===== config.mk =====
export PLATFORM = sky130hd
export DESIGN_NAME = tone_seq_ctrl_flat
export DESIGN_NICKNAME = d
export VERILOG_FILES = /design/src/rtl/tone_seq_ctrl_pkg.sv /design/src/rtl/tone_seq_ctrl_if.sv /design/src/rtl/tone_seq_ctrl_minmax_tracker.sv /design/src/rtl/tone_seq_ctrl.sv /design/src/flat_wrapper.sv
export SDC_FILE = /design/constraint.sdc
export NUM_CORES = 1
export LEC_CHECK = 0
export CORE_MARGIN = 2
export CORE_UTILIZATION = 45
export DETAILED_ROUTE_END_ITERATION = 16
export PLACE_DENSITY = 0.76
export SLEW_MARGIN = 5
export SYNTH_ARGS = -nofsm -noshare
export SYNTH_HDL_FRONTEND = slang
export SYNTH_SLANG_ARGS = --single-unit

===== constraint.sdc =====
create_clock -name i_clk -period 4 [get_ports i_clk]
set_input_delay 0.8 -clock i_clk [delete_from_list [all_inputs] [get_ports i_clk]]
set_output_delay 0.8 -clock i_clk [all_outputs]
set_load 0.03 [all_outputs]

===== src/rtl/tone_seq_ctrl_pkg.sv =====
// Shared definitions for the tone-mapping frame sequencer: default widths
// and the controller state encoding.
package tone_seq_ctrl_pkg;

  localparam int D_W    = 16;
  localparam int ADDR_W = 16;
  localparam int NUM_W  = 16;

  typedef enum logic [2:0] {
    ST_IDLE  = 3'd0,
    ST_SCAN  = 3'd1,
    ST_DRAIN = 3'd2,
    ST_CFG   = 3'd3,
    ST_TONE  = 3'd4,
    ST_DONE  = 3'd5
  } tone_state_e;

endpackage


===== src/rtl/tone_seq_ctrl_if.sv =====
// Shared pixel RAM port; the sequencer is the master, the RAM the slave.
// Read data returns one cycle after the address.
interface tone_seq_ctrl_if
  import tone_seq_ctrl_pkg::*;
#(
  parameter int addr_w = ADDR_W,
  parameter int d_w    = D_W
) ();

  logic [addr_w-1:0] o_mem_addr;
  logic [d_w-1:0]    o_mem_wdata;
  logic              o_mem_wen;
  logic [d_w-1:0]    i_mem_rdata;

  modport master (
    output o_mem_addr,
    output o_mem_wdata,
    output o_mem_wen,
    input  i_mem_rdata
  );

  modport slave (
    input  o_mem_addr,
    input  o_mem_wdata,
    input  o_mem_wen,
    output i_mem_rdata
  );

endinterface


===== src/rtl/tone_seq_ctrl_minmax_tracker.sv =====
// Running unsigned min/max over a stream of pixel samples; i_clr starts a
// new frame (min to all-ones, max to zero).
module minmax_tracker
  import tone_seq_ctrl_pkg::*;
#(
  parameter int d_w = D_W
) (
  input  logic           i_clk,
  input  logic           rst_n,
  input  logic           i_clr,
  input  logic           i_vld,
  input  logic [d_w-1:0] i_data,
  output logic [d_w-1:0] o_min,
  output logic [d_w-1:0] o_max
);

  logic [d_w-1:0] r_min;
  logic [d_w-1:0] r_max;

  always_ff @(posedge i_clk or negedge rst_n) begin
    if (!rst_n) begin
      r_min <= '0;
      r_max <= '0;
    end else if (i_clr) begin
      r_min <= '1;
      r_max <= '0;
    end else if (i_vld) begin
      if (i_data < r_min) r_min <= i_data;
      if (i_data > r_max) r_max <= i_data;
    end
  end

  assign o_min = r_min;
  assign o_max = r_max;

endmodule


===== src/rtl/tone_seq_ctrl.sv =====
// Frame sequencer: scans pixel RAM for radiance min/max, configures and
// starts the tone engine, and arbitrates the single RAM port.
module tone_seq_ctrl
  import tone_seq_ctrl_pkg::*;
#(
  parameter int d_w    = D_W,
  parameter int addr_w = ADDR_W,
  parameter int num_w  = NUM_W
) (
  input  logic              i_clk,
  input  logic              rst_n,
  input  logic              i_start,
  input  logic [num_w-1:0]  i_total_pixels,
  output logic              o_busy,
  output logic              o_done,
  tone_seq_ctrl_if.master   mem,
  output logic              o_eng_start,
  output logic [num_w-1:0]  o_eng_total,
  output logic [d_w-1:0]    o_eng_rad_min,
  output logic [d_w-1:0]    o_eng_rad_maxmin,
  input  logic [addr_w-1:0] i_eng_addr,
  input  logic [d_w-1:0]    i_eng_wdata,
  input  logic              i_eng_wen,
  output logic [d_w-1:0]    o_eng_rdata,
  input  logic              i_eng_fin,
  input  logic [addr_w-1:0] i_host_addr,
  input  logic [d_w-1:0]    i_host_wdata,
  input  logic              i_host_wen,
  output logic [d_w-1:0]    o_host_rdata,
  output logic              o_host_gnt
);

  // The engine divides by the range, so a flat frame reports a range of 1.
  function automatic logic [d_w-1:0] safe_range(input logic [d_w-1:0] hi,
                                                input logic [d_w-1:0] lo);
    logic [d_w-1:0] diff;
    diff = hi - lo;
    return (diff == '0) ? d_w'(1) : diff;
  endfunction

  tone_state_e       r_state;
  tone_state_e       w_state_nxt;
  logic [num_w-1:0]  r_total;
  logic [num_w-1:0]  r_scan_cnt;
  logic              r_samp_vld;
  logic              r_tone_first;
  logic [addr_w-1:0] r_addr_hold;
  logic [d_w-1:0]    r_wdata_hold;
  logic [num_w-1:0]  r_eng_total;
  logic [d_w-1:0]    r_rad_min;
  logic [d_w-1:0]    r_rad_maxmin;

  logic              w_accept;
  logic              w_scan_last;
  logic [addr_w-1:0] w_mem_addr;
  logic [d_w-1:0]    w_mem_wdata;
  logic              w_mem_wen;
  logic [d_w-1:0]    w_min;
  logic [d_w-1:0]    w_max;

  assign w_accept    = (r_state == ST_IDLE) && i_start;
  assign w_scan_last = (r_scan_cnt == (r_total - num_w'(1)));

  always_comb begin
    w_state_nxt = r_state;
    case (r_state)
      ST_IDLE:  if (i_start) w_state_nxt = ST_SCAN;
      ST_SCAN: begin
        if (r_total == '0)    w_state_nxt = ST_DONE;
        else if (w_scan_last) w_state_nxt = ST_DRAIN;
      end
      ST_DRAIN: w_state_nxt = ST_CFG;
      ST_CFG:   w_state_nxt = ST_TONE;
      // Stale fin from the previous frame is still high during the start pulse.
      ST_TONE:  if (i_eng_fin && !r_tone_first) w_state_nxt = ST_DONE;
      ST_DONE:  w_state_nxt = ST_IDLE;
      default:  w_state_nxt = ST_IDLE;
    endcase
  end

  // Port owner: host in IDLE, scanner in SCAN, engine in TONE; else hold.
  always_comb begin
    w_mem_addr  = r_addr_hold;
    w_mem_wdata = r_wdata_hold;
    w_mem_wen   = 1'b0;
    case (r_state)
      ST_IDLE: begin
        w_mem_addr  = i_host_addr;
        w_mem_wdata = i_host_wdata;
        w_mem_wen   = i_host_wen;
      end
      ST_SCAN: begin
        if (r_total != '0) w_mem_addr = addr_w'(r_scan_cnt);
      end
      ST_TONE: begin
        w_mem_addr  = i_eng_addr;
        w_mem_wdata = i_eng_wdata;
        w_mem_wen   = i_eng_wen;
      end
      default: ;
    endcase
  end

  always_ff @(posedge i_clk or negedge rst_n) begin
    if (!rst_n) begin
      r_state      <= ST_IDLE;
      r_total      <= '0;
      r_scan_cnt   <= '0;
      r_samp_vld   <= 1'b0;
      r_tone_first <= 1'b0;
      r_addr_hold  <= '0;
      r_wdata_hold <= '0;
      r_eng_total  <= '0;
      r_rad_min    <= '0;
      r_rad_maxmin <= '0;
    end else begin
      r_state      <= w_state_nxt;
      r_samp_vld   <= (r_state == ST_SCAN) && (r_total != '0);
      r_tone_first <= (r_state == ST_CFG);
      r_addr_hold  <= w_mem_addr;
      r_wdata_hold <= w_mem_wdata;
      if (w_accept) begin
        r_total    <= i_total_pixels;
        r_scan_cnt <= '0;
      end else if (r_state == ST_SCAN) begin
        r_scan_cnt <= r_scan_cnt + num_w'(1);
      end
      if (r_state == ST_CFG) begin
        r_eng_total  <= r_total;
        r_rad_min    <= w_min;
        r_rad_maxmin <= safe_range(w_max, w_min);
      end
    end
  end

  minmax_tracker #(.d_w(d_w)) u_minmax (
    .i_clk  (i_clk),
    .rst_n  (rst_n),
    .i_clr  (w_accept),
    .i_vld  (r_samp_vld),
    .i_data (mem.i_mem_rdata),
    .o_min  (w_min),
    .o_max  (w_max)
  );

  assign mem.o_mem_addr  = w_mem_addr;
  assign mem.o_mem_wdata = w_mem_wdata;
  assign mem.o_mem_wen   = w_mem_wen;

  assign o_busy           = (r_state != ST_IDLE);
  assign o_done           = (r_state == ST_DONE);
  assign o_eng_start      = (r_state == ST_TONE) && r_tone_first;
  assign o_eng_total      = r_eng_total;
  assign o_eng_rad_min    = r_rad_min;
  assign o_eng_rad_maxmin = r_rad_maxmin;
  assign o_eng_rdata      = mem.i_mem_rdata;
  assign o_host_rdata     = mem.i_mem_rdata;
  assign o_host_gnt       = (r_state == ST_IDLE);

endmodule


===== src/flat_wrapper.sv =====
// flat-port wrapper written by rule: the top's interface ports become plain ports
module tone_seq_ctrl_flat import tone_seq_ctrl_pkg::*;
#(
  parameter int d_w    = D_W,
  parameter int addr_w = ADDR_W,
  parameter int num_w  = NUM_W
)
  (i_clk, rst_n, i_start, i_total_pixels, o_busy, o_done, o_eng_start, o_eng_total, o_eng_rad_min, o_eng_rad_maxmin, i_eng_addr, i_eng_wdata, i_eng_wen, o_eng_rdata, i_eng_fin, i_host_addr, i_host_wdata, i_host_wen, o_host_rdata, o_host_gnt, mem_o_mem_addr, mem_o_mem_wdata, mem_o_mem_wen, mem_i_mem_rdata);
  tone_seq_ctrl_if #(.addr_w(addr_w), .d_w(d_w)) mem_i ();
  input  logic i_clk;
  input  logic rst_n;
  input  logic i_start;
  input  logic [num_w-1:0] i_total_pixels;
  output logic o_busy;
  output logic o_done;
  output logic o_eng_start;
  output logic [num_w-1:0] o_eng_total;
  output logic [d_w-1:0] o_eng_rad_min;
  output logic [d_w-1:0] o_eng_rad_maxmin;
  input  logic [addr_w-1:0] i_eng_addr;
  input  logic [d_w-1:0] i_eng_wdata;
  input  logic i_eng_wen;
  output logic [d_w-1:0] o_eng_rdata;
  input  logic i_eng_fin;
  input  logic [addr_w-1:0] i_host_addr;
  input  logic [d_w-1:0] i_host_wdata;
  input  logic i_host_wen;
  output logic [d_w-1:0] o_host_rdata;
  output logic o_host_gnt;
  output wire logic [$bits(mem_i.o_mem_addr)-1:0] mem_o_mem_addr;
  output wire logic [$bits(mem_i.o_mem_wdata)-1:0] mem_o_mem_wdata;
  output wire logic [$bits(mem_i.o_mem_wen)-1:0] mem_o_mem_wen;
  input wire logic [$bits(mem_i.i_mem_rdata)-1:0] mem_i_mem_rdata;
  assign mem_o_mem_addr = mem_i.o_mem_addr;
  assign mem_o_mem_wdata = mem_i.o_mem_wdata;
  assign mem_o_mem_wen = mem_i.o_mem_wen;
  assign mem_i.i_mem_rdata = mem_i_mem_rdata;
  tone_seq_ctrl #(.d_w(d_w), .addr_w(addr_w), .num_w(num_w)) u_core (.i_clk(i_clk), .rst_n(rst_n), .i_start(i_start), .i_total_pixels(i_total_pixels), .o_busy(o_busy), .o_done(o_done), .mem(mem_i), .o_eng_start(o_eng_start), .o_eng_total(o_eng_total), .o_eng_rad_min(o_eng_rad_min), .o_eng_rad_maxmin(o_eng_rad_maxmin), .i_eng_addr(i_eng_addr), .i_eng_wdata(i_eng_wdata), .i_eng_wen(i_eng_wen), .o_eng_rdata(o_eng_rdata), .i_eng_fin(i_eng_fin), .i_host_addr(i_host_addr), .i_host_wdata(i_host_wdata), .i_host_wen(i_host_wen), .o_host_rdata(o_host_rdata), .o_host_gnt(o_host_gnt));
endmodule

# Word level (Yosys, flattened, before mapping)
# Cells that the tools add are included.
dict set report op_classes {
  n_addsub 3
  order_cmp 2
  eq_ne 9
  n_mux 18
  reduce_logical 17
}
# operator n
set op_table {}
lappend op_table {{$mux W16} 10}
lappend op_table {{$pmux W16 S3} 1}
lappend op_table {{$logic_not A16 Y1} 2}
lappend op_table {{$pmux W16 S2} 1}
lappend op_table {{$add A16 B1 Y16 const B} 1}
lappend op_table {{$eq A16 B16 Y1} 1}
lappend op_table {{$gt A16 B16 Y1} 1}
lappend op_table {{$lt A16 B16 Y1} 1}
lappend op_table {{$reduce_bool A16 Y1} 1}
lappend op_table {{$sub A16 B1 Y16 const B} 1}
lappend op_table {{$sub A16 B16 Y16} 1}
lappend op_table {{$pmux W3 S5} 1}
lappend op_table {{$mux W3} 4}
lappend op_table {{$reduce_bool A2 Y1} 4}
lappend op_table {{$eq A3 B2 Y1 const B} 2}
lappend op_table {{$eq A3 B3 Y1 const B} 2}
lappend op_table {{$logic_and A1 B1 Y1} 4}
lappend op_table {{$reduce_and A2 Y1} 2}
lappend op_table {{$eq A3 B1 Y1 const B} 1}
lappend op_table {{$logic_not A3 Y1} 1}
lappend op_table {{$ne A3 B1 Y1 const B} 1}
lappend op_table {{$reduce_and A3 Y1} 1}
lappend op_table {{$reduce_bool A3 Y1} 1}
lappend op_table {{$ne A2 B1 Y1 const B} 1}
lappend op_table {{3 further kinds} 3}
dict set report word_totals {
  reg_bits 149
  out_inout_bits 117
}

# Logic depth before layout (Yosys ltp)
dict set report depth {
  word_depth 5
  mapped_depth 12
  mapped_depth_nobuf 12
}

# Modules after synthesis
# From an unflattened synthesis, not the netlist that was laid out.
dict set report hier_totals {
  cells_unflattened 879
  area_unflattened_um2 8739.6
}
# mod n_inst cells_each area_per_inst_um2 seq_area_each_um2
set modules_own_cells {}
lappend modules_own_cells {tone_seq_ctrl 1 663 6597.6 2927.8}
lappend modules_own_cells {minmax_tracker 1 216 2142.1 800.8}

# Worst setup path before layout
# No wires, ideal clock.
dict set report synth_path {
  path_kind {register -> output}
  startpoint {reg u_core.r_total[0]}
  endpoint {out mem_o_mem_addr[10]}
  t_arrival_ns 2.214
  t_required_ns 3.200
  slack_ns 0.986
  stages_incl_launch_ff 10
  n_path_buf 1
  path_cell_list {dfrtp_1 -> inv_1 -> ha_1 -> and2b_1 -> and4b_4 -> nor3b_4 -> nor2_2 -> nor2_4 -> buf_4 -> a221o_1}
}
dict set report synth_via {
  elab_chain_cells 3
}
# item line_no
set synth_rtl {}
lappend synth_rtl {{start, declared} tone_seq_ctrl.sv:43} ;# logic [num_w-1:0] r_total;
lappend synth_rtl {{start signal, assigned} tone_seq_ctrl.sv:123} ;# r_total <= i_total_pixels;
lappend synth_rtl {{$reduce_bool A16 Y1} tone_seq_ctrl.sv:93} ;# if (r_total != '0) w_mem_addr = addr_w'(r_scan_cnt);
lappend synth_rtl {{$mux W16} tone_seq_ctrl.sv:93}
lappend synth_rtl {{$pmux W16 S3} tone_seq_ctrl.sv:86} ;# case (r_state)
lappend synth_rtl {{end, declared} flat_wrapper.sv:30} ;# output wire logic [$bits(mem_i.o_mem_addr)-1:0] mem_o_mem_addr;
# No other way between the ends.

# Final worst setup path
dict set report layout_path {
  startpoint {reg u_core.r_total[0]}
  endpoint {out mem_o_mem_addr[7]}
}
# The elaborated chain is that of the path after synthesis.

==> results_dict.tcl <==
set metrics [dict create \
    period_minus_slack_ns 3.86 \
    ir_drop_mv 0.398 \
    post-route-util_pct 60.6 \
    yosys_warnings 0 \
    route.vias.total 7300 \
    fin_cells 1349 \
    wirelength_um 22800 \
    reg2reg_depth 11 \
    slowest_delay_ns 0.44 \
    setup_slack_ns 0.140 \
    yosys_register_bits 149 \
    root_buffer "clkbuf_16" \
    cts_made_buffers 17 \
    die_height_um 142 \
    viasPerCell 5.41 \
    setup_violations 0 \
    numClockSinks 149 \
    grt_use_total_pct 23.2 \
    synth_edf_count 0 \
    r2r_end "u_core.o_eng_rad_maxmin[0]" \
    final_hold_viol_count 0 \
    crit_type "flop to output port" \
    setup.worst_path.start_class "flop" \
    synth.avg_cell_area_um2 9.15 \
    wl_per_cell_um 16.9 \
    min_from "u_core.o_eng_total[4]" \
    r2r_start "u_core.u_minmax.o_max[0]" \
    die_w_um 142 \
    grt_pass1_vias 6922 \
    num_io_pins 219 \
    hold_path_class "flop to flop" \
    diodes 0 \
    core_um2 18700 \
    grt_max_degree 109 \
    cts.path.max_buffers 2 \
    maxCapViolations 0 \
    power_density_nw_per_um2 801 \
    postCtsHoldBufs 0 \
    synth-async-reset-ratio_pct 100 \
    synth_nets 1087 \
    antenna_left 0 \
    drive_gt1_share_pct 6.10 \
    clk_pin_slew_ns 0.06 \
    cp_slowest_cell "dfrtp_1" \
    syn_to_final_growth_pct 32.3 \
    antenna_found_initial 1 \
    cp_max_fo 17 \
    tightest_slew_ns 1.19 \
    ys_seq_area_share_pct 43.5 \
    end_kind "output port" \
    min_to "u_core.o_eng_total[4]" \
    relSlewSlack_pct 20.5 \
    worstPathCellList "inv_1, ha_2, and2b_1, and4b_4, nor3b_4, nor2_2, buf_4, a221o_1, dlygate4sd2_1" \
    portBuffers 218 \
    synth.distinct_cells 64 \
    initial_core_util_pct 45.8 \
    htree_levels 4 \
    grt_first_pass_wirelength_um 36500 \
    clock.fmax_mhz 259 \
    period_share_pct 96.5 \
    globalplace.congestion 0.921 \
    place_ws_ns 0.290 \
    reg2reg_slack_ns 0.96 \
    dr.pass1.iters 5 \
    place_hpwl_um 16600 \
    arrival_ns 3.06 \
    hold_depth 2 \
    netlist_instances 936 \
    drc 0 \
    layout_commonest_cell "clkdlybuf4s50_1" \
    clk_latency_ns 0.43 \
    synth_area_um2 8560 \
    layout_common_cells "clkdlybuf4s50_1, nand2_1, dfrtp_1, o21ai_0" \
    crit_required_ns 3.20 \
    power.leakage_nw 5.19 \
    rows 50 \
    drtIter0Drc 536 \
    status "finished clean" \
    placedCellCount 1316 \
    dieArea_um2 20100 \
    setup_tns_ns 0 \
    nets 1253 \
    gr-total-overflow 0 \
    cts_tree "yes" \
    drv_slew 0 \
    rsz0062_at_grt "false" \
    finClkSkew_ns 0.0105 \
    synthFlopType "dfrtp_1" \
]
[cell families after synthesis]
kind of cell	count (synthesis)	share of synthesized area (%)
mux	53	6.22
simple gates	328	17.5
buf+inv	127	7.23
flops	149	43.5
compound gates	186	13.7
fa+ha+maj	49	7.25
xor+xnor	44	4.50
[synth_stat cells, types with 3 or more instances]
master / count / area, um2
inv_1: 43 / 161
a221o_1: 16 / 160
a31oi_1: 3 / 18.8
nand4_1: 13 / 81.3
o21ai_0: 81 / 405
nand3_1: 27 / 135
and3_1: 7 / 43.8
buf_1: 5 / 18.8
o22ai_1: 3 / 18.8
o21a_1: 5 / 37.5
dfrtp_1: 149 / 3730
a21o_1: 14 / 105
nor4_1: 3 / 18.8
clkbuf_1: 39 / 146
a21oi_1: 37 / 185
buf_4: 35 / 263
ha_1: 48 / 601
nor2b_1: 3 / 18.8
xnor2_1: 22 / 193
or2_2: 5 / 31.3
and2_1: 5 / 31.3
nor3_1: 6 / 30.0
nand2_1: 180 / 676
o21ai_1: 3 / 15.0
or3_1: 6 / 37.5
a211oi_1: 4 / 30.0
a211o_1: 5 / 43.8
nand2b_1: 5 / 31.3
buf_2: 3 / 15.0
mux2i_1: 51 / 510
nor2_1: 51 / 191
xor2_1: 22 / 193
[layout make-up]
type,instances,area (um2)
inverter,44,165
multi-input combinational,660,4220
clock buffer,19,453
timing repair buffer,230,2280
sequential,149,3730
tap,234,293
fill,1629,7370
clock inverter,13,194
[where the power goes]
part,leakage (nW),internal (mW),total (mW),switching [mW]
registers,1.93,2.03,2.53,0.499
logic,2.96,1.95,4.79,2.84
clock network,0.309,1.09,1.76,0.671
total,5.19,5.07,9.08,4.01
[repair_timing]
action | in CTS | in global routing
pin swaps | 1 | 0
gates resized for setup | 16 | 1
setup endpoints to repair | 16 | 12
buffers inserted | 1 | 0
[state kept, by name (all words and copies together) (netlist names)]
register	count
u_core.o_eng_rad_maxmin	16
u_core.o_eng_rad_min	16
u_core.o_eng_total	16
u_core.r_addr_hold	16
u_core.r_scan_cnt	16
u_core.r_total	16
u_core.r_wdata_hold	16
u_core.u_minmax.o_max	16
u_core.u_minmax.o_min	16
u_core.r_state	3
u_core.r_samp_vld	1
u_core.r_tone_first	1
[routing by layer]
layer | wire length, um | track usage [%] | vias up
li1 | - | - | 3525
met1 | 10200 | 33.2 | 3466
met2 | 10300 | 35.4 | 278
met3 | 1850 | 4.98 | 29
met4 | 376 | 7.16 | 2
met5 | 15 | 0 | -
[critical path: cells and delay by family, from the launching register on]
family	cells	cell delay, ns
AND/OR/NAND/NOR	4	0.85
buffers and inverters	3	0.71
flip-flops	1	0.44
AO/OA/AOI/OAI	1	0.38
adder cells (fa/ha/maj)	1	0.25
[how the worst max path moves through the flow]
stage | startpoint | endpoint | slack (ns) | depth (start not counted)
floorplan | u_core.r_total[0] | mem_o_mem_addr[10] | 0.99 | 9
global placement | u_core.r_total[0] | mem_o_mem_addr[0] | 0.41 | 9
global route | u_core.r_total[0] | mem_o_mem_addr[15] | 0.03 | 9
detailed placement | u_core.r_total[0] | mem_o_mem_addr[7] | 0.29 | 9
finish | u_core.r_total[0] | mem_o_mem_addr[7] | 0.14 | 9
CTS | u_core.r_total[0] | mem_o_mem_addr[9] | 0.11 | 9
[per-stage QoR]
step           hold WS [ns]  power [mW]  cell area (um2)
6_report              0.473        9.08            11300
2_1_floorplan         0.468        5.80             8560
3_5_place_dp          0.462        7.32            10700
5_1_grt               0.496        9.70            11300
4_1_cts               0.478        9.09            11300
3_3_place_gp          0.459        7.23            10700
No activity file was read; power rests on OpenSTA's default activity.
